==> src/rtl/inv_mix_columns_seq.sv <==
// AES InvMixColumns over a 128-bit state, processed COLS_PER_CYCLE columns per clock.
// Valid/ready on both sides; the result is held in the working register until it is taken.
module inv_mix_columns_seq #(
    parameter int COLS_PER_CYCLE = 1
) (
    input  logic         clk,
    input  logic         rst,
    input  logic         i_valid,
    output logic         i_ready,
    input  logic [127:0] i_state,
    output logic         o_valid,
    input  logic         o_ready,
    output logic [127:0] o_state
);

    generate
        if (!(COLS_PER_CYCLE == 1 || COLS_PER_CYCLE == 2 || COLS_PER_CYCLE == 4)) begin : g_bad_cfg
            $fatal(1, "COLS_PER_CYCLE must be 1, 2 or 4");
        end
    endgenerate

    // Counter step and the counter bits that identify a column group (low bits are
    // don't-care when several columns are done per cycle; all bits ignored for 4).
    localparam logic [1:0] STEP    = 2'(COLS_PER_CYCLE);
    localparam logic [1:0] HI_MASK = ~2'(COLS_PER_CYCLE - 1);

    typedef enum logic [1:0] {
        IDLE,
        CALC,
        DONE
    } state_t;

    state_t       state_reg, state_next;
    logic [1:0]   cnt_reg, cnt_next, cnt_adv;
    logic [127:0] work_reg, work_next, work_calc;
    logic         accept;

    function automatic logic [7:0] xtime(input logic [7:0] a);
        return {a[6:0], 1'b0} ^ (a[7] ? 8'h1b : 8'h00);
    endfunction

    function automatic logic [31:0] inv_mix_col(input logic [31:0] col);
        logic [7:0] a  [4];
        logic [7:0] m9 [4];
        logic [7:0] mb [4];
        logic [7:0] md [4];
        logic [7:0] me [4];
        logic [7:0] x2, x4, x8;
        for (int r = 0; r < 4; r++) begin
            a[r]  = col[31-8*r -: 8];
            x2    = xtime(a[r]);
            x4    = xtime(x2);
            x8    = xtime(x4);
            m9[r] = x8 ^ a[r];
            mb[r] = x8 ^ x2 ^ a[r];
            md[r] = x8 ^ x4 ^ a[r];
            me[r] = x8 ^ x4 ^ x2;
        end
        return {me[0] ^ mb[1] ^ md[2] ^ m9[3],
                m9[0] ^ me[1] ^ mb[2] ^ md[3],
                md[0] ^ m9[1] ^ me[2] ^ mb[3],
                mb[0] ^ md[1] ^ m9[2] ^ me[3]};
    endfunction

    // Each column is rewritten only when the counter points at its group.
    generate
        for (genvar gi = 0; gi < 4; gi++) begin : g_col
            logic [31:0] col_cur;
            logic        col_sel;
            assign col_cur = work_reg[127-32*gi -: 32];
            assign col_sel = ((2'(gi) & HI_MASK) == (cnt_reg & HI_MASK));
            assign work_calc[127-32*gi -: 32] = col_sel ? inv_mix_col(col_cur) : col_cur;
        end
    endgenerate

    assign cnt_adv = cnt_reg + STEP;
    assign i_ready = rst && ((state_reg == IDLE) || (state_reg == DONE && o_ready));
    assign accept  = i_valid && i_ready;
    assign o_valid = (state_reg == DONE);
    assign o_state = work_reg;

    always_comb begin
        state_next = state_reg;
        cnt_next   = cnt_reg;
        work_next  = work_reg;
        case (state_reg)
            IDLE: begin
                if (accept) begin
                    state_next = CALC;
                    work_next  = i_state;
                    cnt_next   = 2'd0;
                end
            end
            CALC: begin
                work_next = work_calc;
                cnt_next  = cnt_adv;
                if ((cnt_adv & HI_MASK) == 2'd0) begin
                    state_next = DONE;
                end
            end
            DONE: begin
                if (o_ready) begin
                    if (accept) begin
                        state_next = CALC;
                        work_next  = i_state;
                        cnt_next   = 2'd0;
                    end else begin
                        state_next = IDLE;
                    end
                end
            end
            default: state_next = IDLE;
        endcase
    end

    always_ff @(posedge clk) begin
        if (!rst) begin
            state_reg <= IDLE;
            cnt_reg   <= 2'd0;
            work_reg  <= 128'h0;
        end else begin
            state_reg <= state_next;
            cnt_reg   <= cnt_next;
            work_reg  <= work_next;
        end
    end

endmodule

==> config.mk <==
export PLATFORM = sky130hd
export DESIGN_NAME = inv_mix_columns_seq
export DESIGN_NICKNAME = d
export VERILOG_FILES = /design/src/rtl/inv_mix_columns_seq.sv
export SDC_FILE = /design/constraint.sdc
export NUM_CORES = 1
export LEC_CHECK = 0
export ABC_CLOCK_PERIOD_IN_PS = 2100
export CAP_MARGIN = 40
export CORE_MARGIN = 2
export CORE_UTILIZATION = 50
export DETAILED_ROUTE_END_ITERATION = 12
export HOLD_SLACK_MARGIN = 0.1
export PLACE_DENSITY = 0.8
export SYNTH_ARGS = -nofsm -noshare
export SYNTH_HDL_FRONTEND = slang
export SYNTH_SLANG_ARGS = --single-unit
==> constraint.sdc <==
create_clock -name clk -period 2.1 [get_ports clk]
set_input_delay 0.42 -clock clk [delete_from_list [all_inputs] [get_ports clk]]
set_output_delay 0.42 -clock clk [all_outputs]
set_load 0.005 [all_outputs]
**After elaboration in Yosys (flattened, before gate mapping)**

Index checks and enable logic that the tools add are counted.

- Multiplexer cells: 63
- Eq/ne operators: 12
- Add/subtract/negate cells: 1
- Bitwise logic cells: 192
- Reduce and logical (&&, ||, !) cells: 14

Operator list:

| kind | count |
|---|---|
| $xor 8x8->8 | 144 |
| $pmux 128 s3 | 1 |
| $xor 8x5->8 | 48 |
| $mux 128 | 2 |
| $mux 5 | 48 |
| $mux 32 | 4 |
| $reduce_and 3->1 | 5 |
| $ne 2x2->1 const B | 6 |
| $pmux 2 s3 | 2 |
| $mux 2 | 5 |
| $logic_not 2->1 | 3 |
| $eq 2x2->1 const A | 2 |
| $logic_and 1x1->1 | 3 |
| $reduce_bool 3->1 | 1 |
| $add 2x1->2 const B | 1 |
| $eq 1x2->1 const A | 1 |
| $eq 2x1->1 const B | 1 |
| $eq 2x2->1 const B | 1 |
| $ne 2x1->1 const B | 1 |
| $reduce_and 2->1 | 1 |
| $logic_or 1x1->1 | 1 |
| $mux 1 | 1 |

- Bits in registers: 132

**Depth between registers and ports, before layout**

- Word-level depth: 13
- Depth in mapped cells: 9
- Mapped depth without buffers: 8

**Worst setup path after synthesis**

No wires, ideal clock.

- Path type: flip-flop to flip-flop
- Start point: reg work_reg[30] (netlist: o_state[30])
- End point: reg work_reg[4] (netlist: o_state[4])
- Path slack: -0.226 ns
- Stages on the path, launching flop included: 8
- Arrival time: 2.204 ns
- Library setup time: 0.122 ns
- Buffers on the path: 1
- Cell sequence: dfxtp_1 > buf_4 > xnor3_4 > xor2_1 > xnor3_1 > xor3_2 > xnor2_1 > o311a_1

- Cells in the longest elaborated chain, start to end: 11

RTL lines:

| element | line | RTL |
|---|---|---|
| start: declaration | 35 | `logic [127:0] work_reg, work_next, work_calc;` |
| start signal: assignment | 124 | `work_reg <= work_next;` |
| $xor 8x5->8 | 39 | `return {a[6:0], 1'b0} ^ (a[7] ? 8'h1b : 8'h00);` |
| $mux 5 | 39 |  |
| $xor 8x5->8 (2 in a row) | 39 |  |
| $xor 8x8->8 (2 in a row) | 55 | `mb[r] = x8 ^ x2 ^ a[r];` |
| $xor 8x8->8 (3 in a row) | 62 | `mb[0] ^ md[1] ^ m9[2] ^ me[3]};` |
| $mux 32 | 72 | `assign work_calc[127-32*gi -: 32] = col_sel ? inv_mix_col(col_cur) : col_cur;` |
| $pmux 128 s3 | 86 | `case (state_reg)` |

Every way passes these cells. The select of a mux whose other input is x is not followed.
A chain may end at the register's enable or synchronous reset.

**Final worst setup path**

- Start point: reg work_reg[94] (netlist: o_state[94])
- End point: reg work_reg[70] (netlist: o_state[70])

- Cells in the longest elaborated chain, start to end: 6

RTL lines:

| element | line |
|---|---|
| $xor 8x8->8 | 55 |
| $xor 8x8->8 (3 in a row) | 62 |
| $mux 32 | 72 |
| $pmux 128 s3 | 86 |

Every way passes these cells. The select of a mux whose other input is x is not followed.

==> results.py <==
metrics = {
    "placement": {
        "place.port_buffers": 261,
        "post-place-cells": 2424,
        "dp_hpwl_um": 39300,
        "dpl-instance-area_um2": 20000,
        "globalplace.congestion": 0.989,
    },
    "layout": {
        "fin_nets": 2225,
        "mostFrequentLayoutCells": "sky130_fd_sc_hd__xnor2_1, sky130_fd_sc_hd__buf_4, sky130_fd_sc_hd__clkdlybuf4s50_1",
        "final_design_area_no_fill_um2": 22200,
        "largest_register_ffs": 128,
        "final_common_cell": "sky130_fd_sc_hd__xnor2_1",
        "nFillCells": 1802,
        "layout_area_growth_over_synthesis_pct": 51.8,
        "layout-drive-gt1-share_pct": 31.6,
        "instances_no_fill": 2486,
    },
    "power_and_ir_drop": {
        "worst_ir_drop_vdd_v": 0.000778,
        "power-per-cell-area_nw_per_um2": 1350,
        "report.power.total_mw": 30.0,
        "p_leak_nw": 9.77,
    },
    "timing": {
        "timing.hold.ws_ps": 551,
        "maxSlewHeadroom_pct": 46.1,
        "clock.fmax_mhz": 455,
        "timing.clock.skew_ps": 10.8,
        "period_needed_ps": 2200,
        "setup_tns_ps": -678,
        "hold_violations": 0,
        "timing_max_transition_violations_final": 0,
        "rsz0062_at_grt": "true",
        "fin_ws_ps": -96.2,
        "final.period_utilization_pct": 105,
        "max_slew.worst_pin.slew_ps": 808,
        "report.final.setup_viol": 17,
    },
    "yosys": {
        "yosysSeqAreaShare_pct": 18.1,
        "synth_area_um2": 14600,
        "synth_top_flop_cell": "sky130_fd_sc_hd__dfxtp_1",
        "postSynthNetCount": 1711,
        "syn-instance-count": 1574,
        "share_of_the_synthesized_area_in_the_top_cell_type_pct": 29.3,
        "ys_seq_elements": 132,
        "synth_area_per_cell_um2": 9.27,
        "synth.largest_area_cell": "sky130_fd_sc_hd__xnor2_1",
        "netlist-cell-type-count": 51,
        "ys_async_sr_fraction_pct": 0,
        "cell_types_occupying_the_most_area_after_synthesis": "sky130_fd_sc_hd__xnor2_1, sky130_fd_sc_hd__dfxtp_1, sky130_fd_sc_hd__xnor3_1, sky130_fd_sc_hd__xor2_1, sky130_fd_sc_hd__nand2_1",
        "count_of_yosys_warnings_during_synthesis": 0,
        "number_of_enable_flip_flop_cells_after_synthesis": 0,
    },
    "routing": {
        "route.detailed.vias_per_inst": 5.56,
        "detailroute.via_count": 13800,
        "antenna_left": 0,
        "drt_pre_antenna_iters": 5,
        "wl_per_cell_um": 22.2,
        "dr.first_iter.drc_count": 1371,
        "drc": 0,
        "detailed_route_wire_length_um": 55300,
    },
    "global_routing": {
        "grt_pass1_wl_um": 78300,
        "first_global_vias": 13900,
        "grt_antenna_before_repair": 2,
        "grt_util_all_layers_pct": 33.3,
        "globalRoute.totalOverflow": 0,
        "grt_start_max_net_pins": 78,
    },
    "clock_network": {
        "clockBufferDepth": 2,
        "tritoncts_clock_tree": "done",
        "clock_sinks": 132,
        "cts_root_buf": "sky130_fd_sc_hd__clkbuf_16",
        "cts_max_level": 4,
        "clock_buffer_count_from_cts": 17,
        "cts-hold-fix-buffers": 0,
        "clk_pin_slew_ps": 70,
        "worstSkewPairLatency_ps": 430,
    },
    "floorplanning": {
        "placeableCoreArea_um2": 28700,
        "die_area_um2": 30600,
        "initial_core_utilization_pct": 50.8,
        "die_h_um": 175,
        "pin_count": 262,
        "die_w_um": 175,
        "floorplan.rows": 62,
    },
    "setup_path": {
        "regToRegStartpoint": "o_state[94]",
        "timing.rr.end": "o_state[70]",
        "cp-start-kind": "flip-flop",
        "critical_path.max_fanout": 4,
        "cp_data_required_time_ps": 2440,
        "timing.setup.critical_path_class": "reg -> reg",
        "crit_path_end_kind": "flip-flop",
        "worstRegToRegCells": 9,
        "worstPathArrival_ps": 2530,
        "reg2reg_slack_ps": -100,
    },
    "worst_hold_path": {
        "worstHoldPathCells": 3,
        "min_to": "o_state[62]",
        "hold_path_class": "in -> reg",
        "hold_start": "i_state[62]",
    },
    "status": {
        "violations": "setup timing",
        "outcome": "complete, but fails checks",
    },
    "run": {
        "max_cap_viol_count": 0,
    },
}
[cell type report]
type	count	area [µm²]	share of cell area (%)
antenna	1	2.50	0.0113
clock buffer	19	453	2.04
clock inverter	13	125	0.565
inverter	6	22.5	0.102
multi-input combinational	1272	12500	56.3
sequential	132	2740	12.4
tap	384	480	2.17
timing repair buffer	659	5870	26.5
[kinds of logic (layout without fill, tap and decap cells)]
logic type                 Yosys count  in the layout  synth area share [%]
muxes                                5              5                 0.343
and+or+nand+nor                    269            269                  7.44
DFF                                132            132                  18.1
AOI/OAI and AO/OA                  237            237                  11.9
adders and majority gates            5              5                 0.429
xor gates and xnor gates           756            756                  56.4
buffers and inverters              170            697                  5.36
other                                0              1                     0
[synthesized netlist by cell type (all sizes together), types with 2 or more instances]
| library cell | number |
|---|---|
| a21oi | 29 |
| a21boi | 2 |
| a41oi | 3 |
| and2 | 3 |
| a311oi | 43 |
| nor2 | 63 |
| o211ai | 35 |
| nand2 | 172 |
| dfxtp | 132 |
| xnor2 | 508 |
| o21ai | 42 |
| buf | 61 |
| ha | 5 |
| mux2i | 5 |
| xnor3 | 92 |
| inv | 5 |
| nand2b | 3 |
| o22ai | 9 |
| clkbuf | 102 |
| a31oi | 22 |
| a211oi | 3 |
| nand3b | 2 |
| or3 | 3 |
| xor3 | 9 |
| nand3 | 8 |
| xor2 | 147 |
| o32ai | 2 |
| and3 | 9 |
| nor2b | 2 |
| o211a | 42 |
| or2 | 3 |
[metrics by stage]
stage	utilization, %	worst slack, ps
after floorplan	-	-59.7
after global placement	69.8	-291
after detailed placement	69.8	-315
after CTS	73.2	-48.9
after global routing	77.2	-167
final	77.2	-96.2
[worst max path at each step]
| stage | start | cells past startpoint | endpoint |
|---|---|---|---|
| 4_1_cts | o_ready | 5 | i_ready |
| 3_5_place_dp | o_ready | 5 | i_ready |
| 5_1_grt | o_state[94] | 9 | o_state[70] |
| 3_3_place_gp | o_ready | 5 | i_ready |
| 6_report | o_state[94] | 9 | o_state[70] |
| 2_1_floorplan | o_state[30] | 7 | o_state[4] |
[report_power, final]
group,total (mW),internal (mW),switching [mW]
clock,3.03,1.71,1.32
sequential,3.43,2.86,0.570
combinational,23.5,13.2,10.4
total,30.0,17.7,12.3
[worst max-delay path, cell delays in order, from the launching register on]
cell and delay (ps):
sky130_fd_sc_hd__dfxtp_2 340, sky130_fd_sc_hd__buf_12 130, sky130_fd_sc_hd__xor2_4 250, sky130_fd_sc_hd__buf_6 140, sky130_fd_sc_hd__xnor3_2 440, sky130_fd_sc_hd__buf_4 150, sky130_fd_sc_hd__buf_4 130, sky130_fd_sc_hd__xnor2_2 150
sky130_fd_sc_hd__nand2_1 100, sky130_fd_sc_hd__a311oi_2 270
[what timing repair did]
item,CTS,global route
endpoints found under the setup margin,61,89
resized for setup,70,171
pin swaps,32,62
setup buffers,14,19
[layer usage]
layer / routed length [µm] / up-vias / track usage [%]
met5: 9 / - / 0
met4: 2730 / 2 / 15.6
met3: 4170 / 180 / 5.16
met2: 27100 / 733 / 56.1
met1: 21300 / 6705 / 41.9
li1: - / 6201 / -
(Power assumes the default switching activity.)
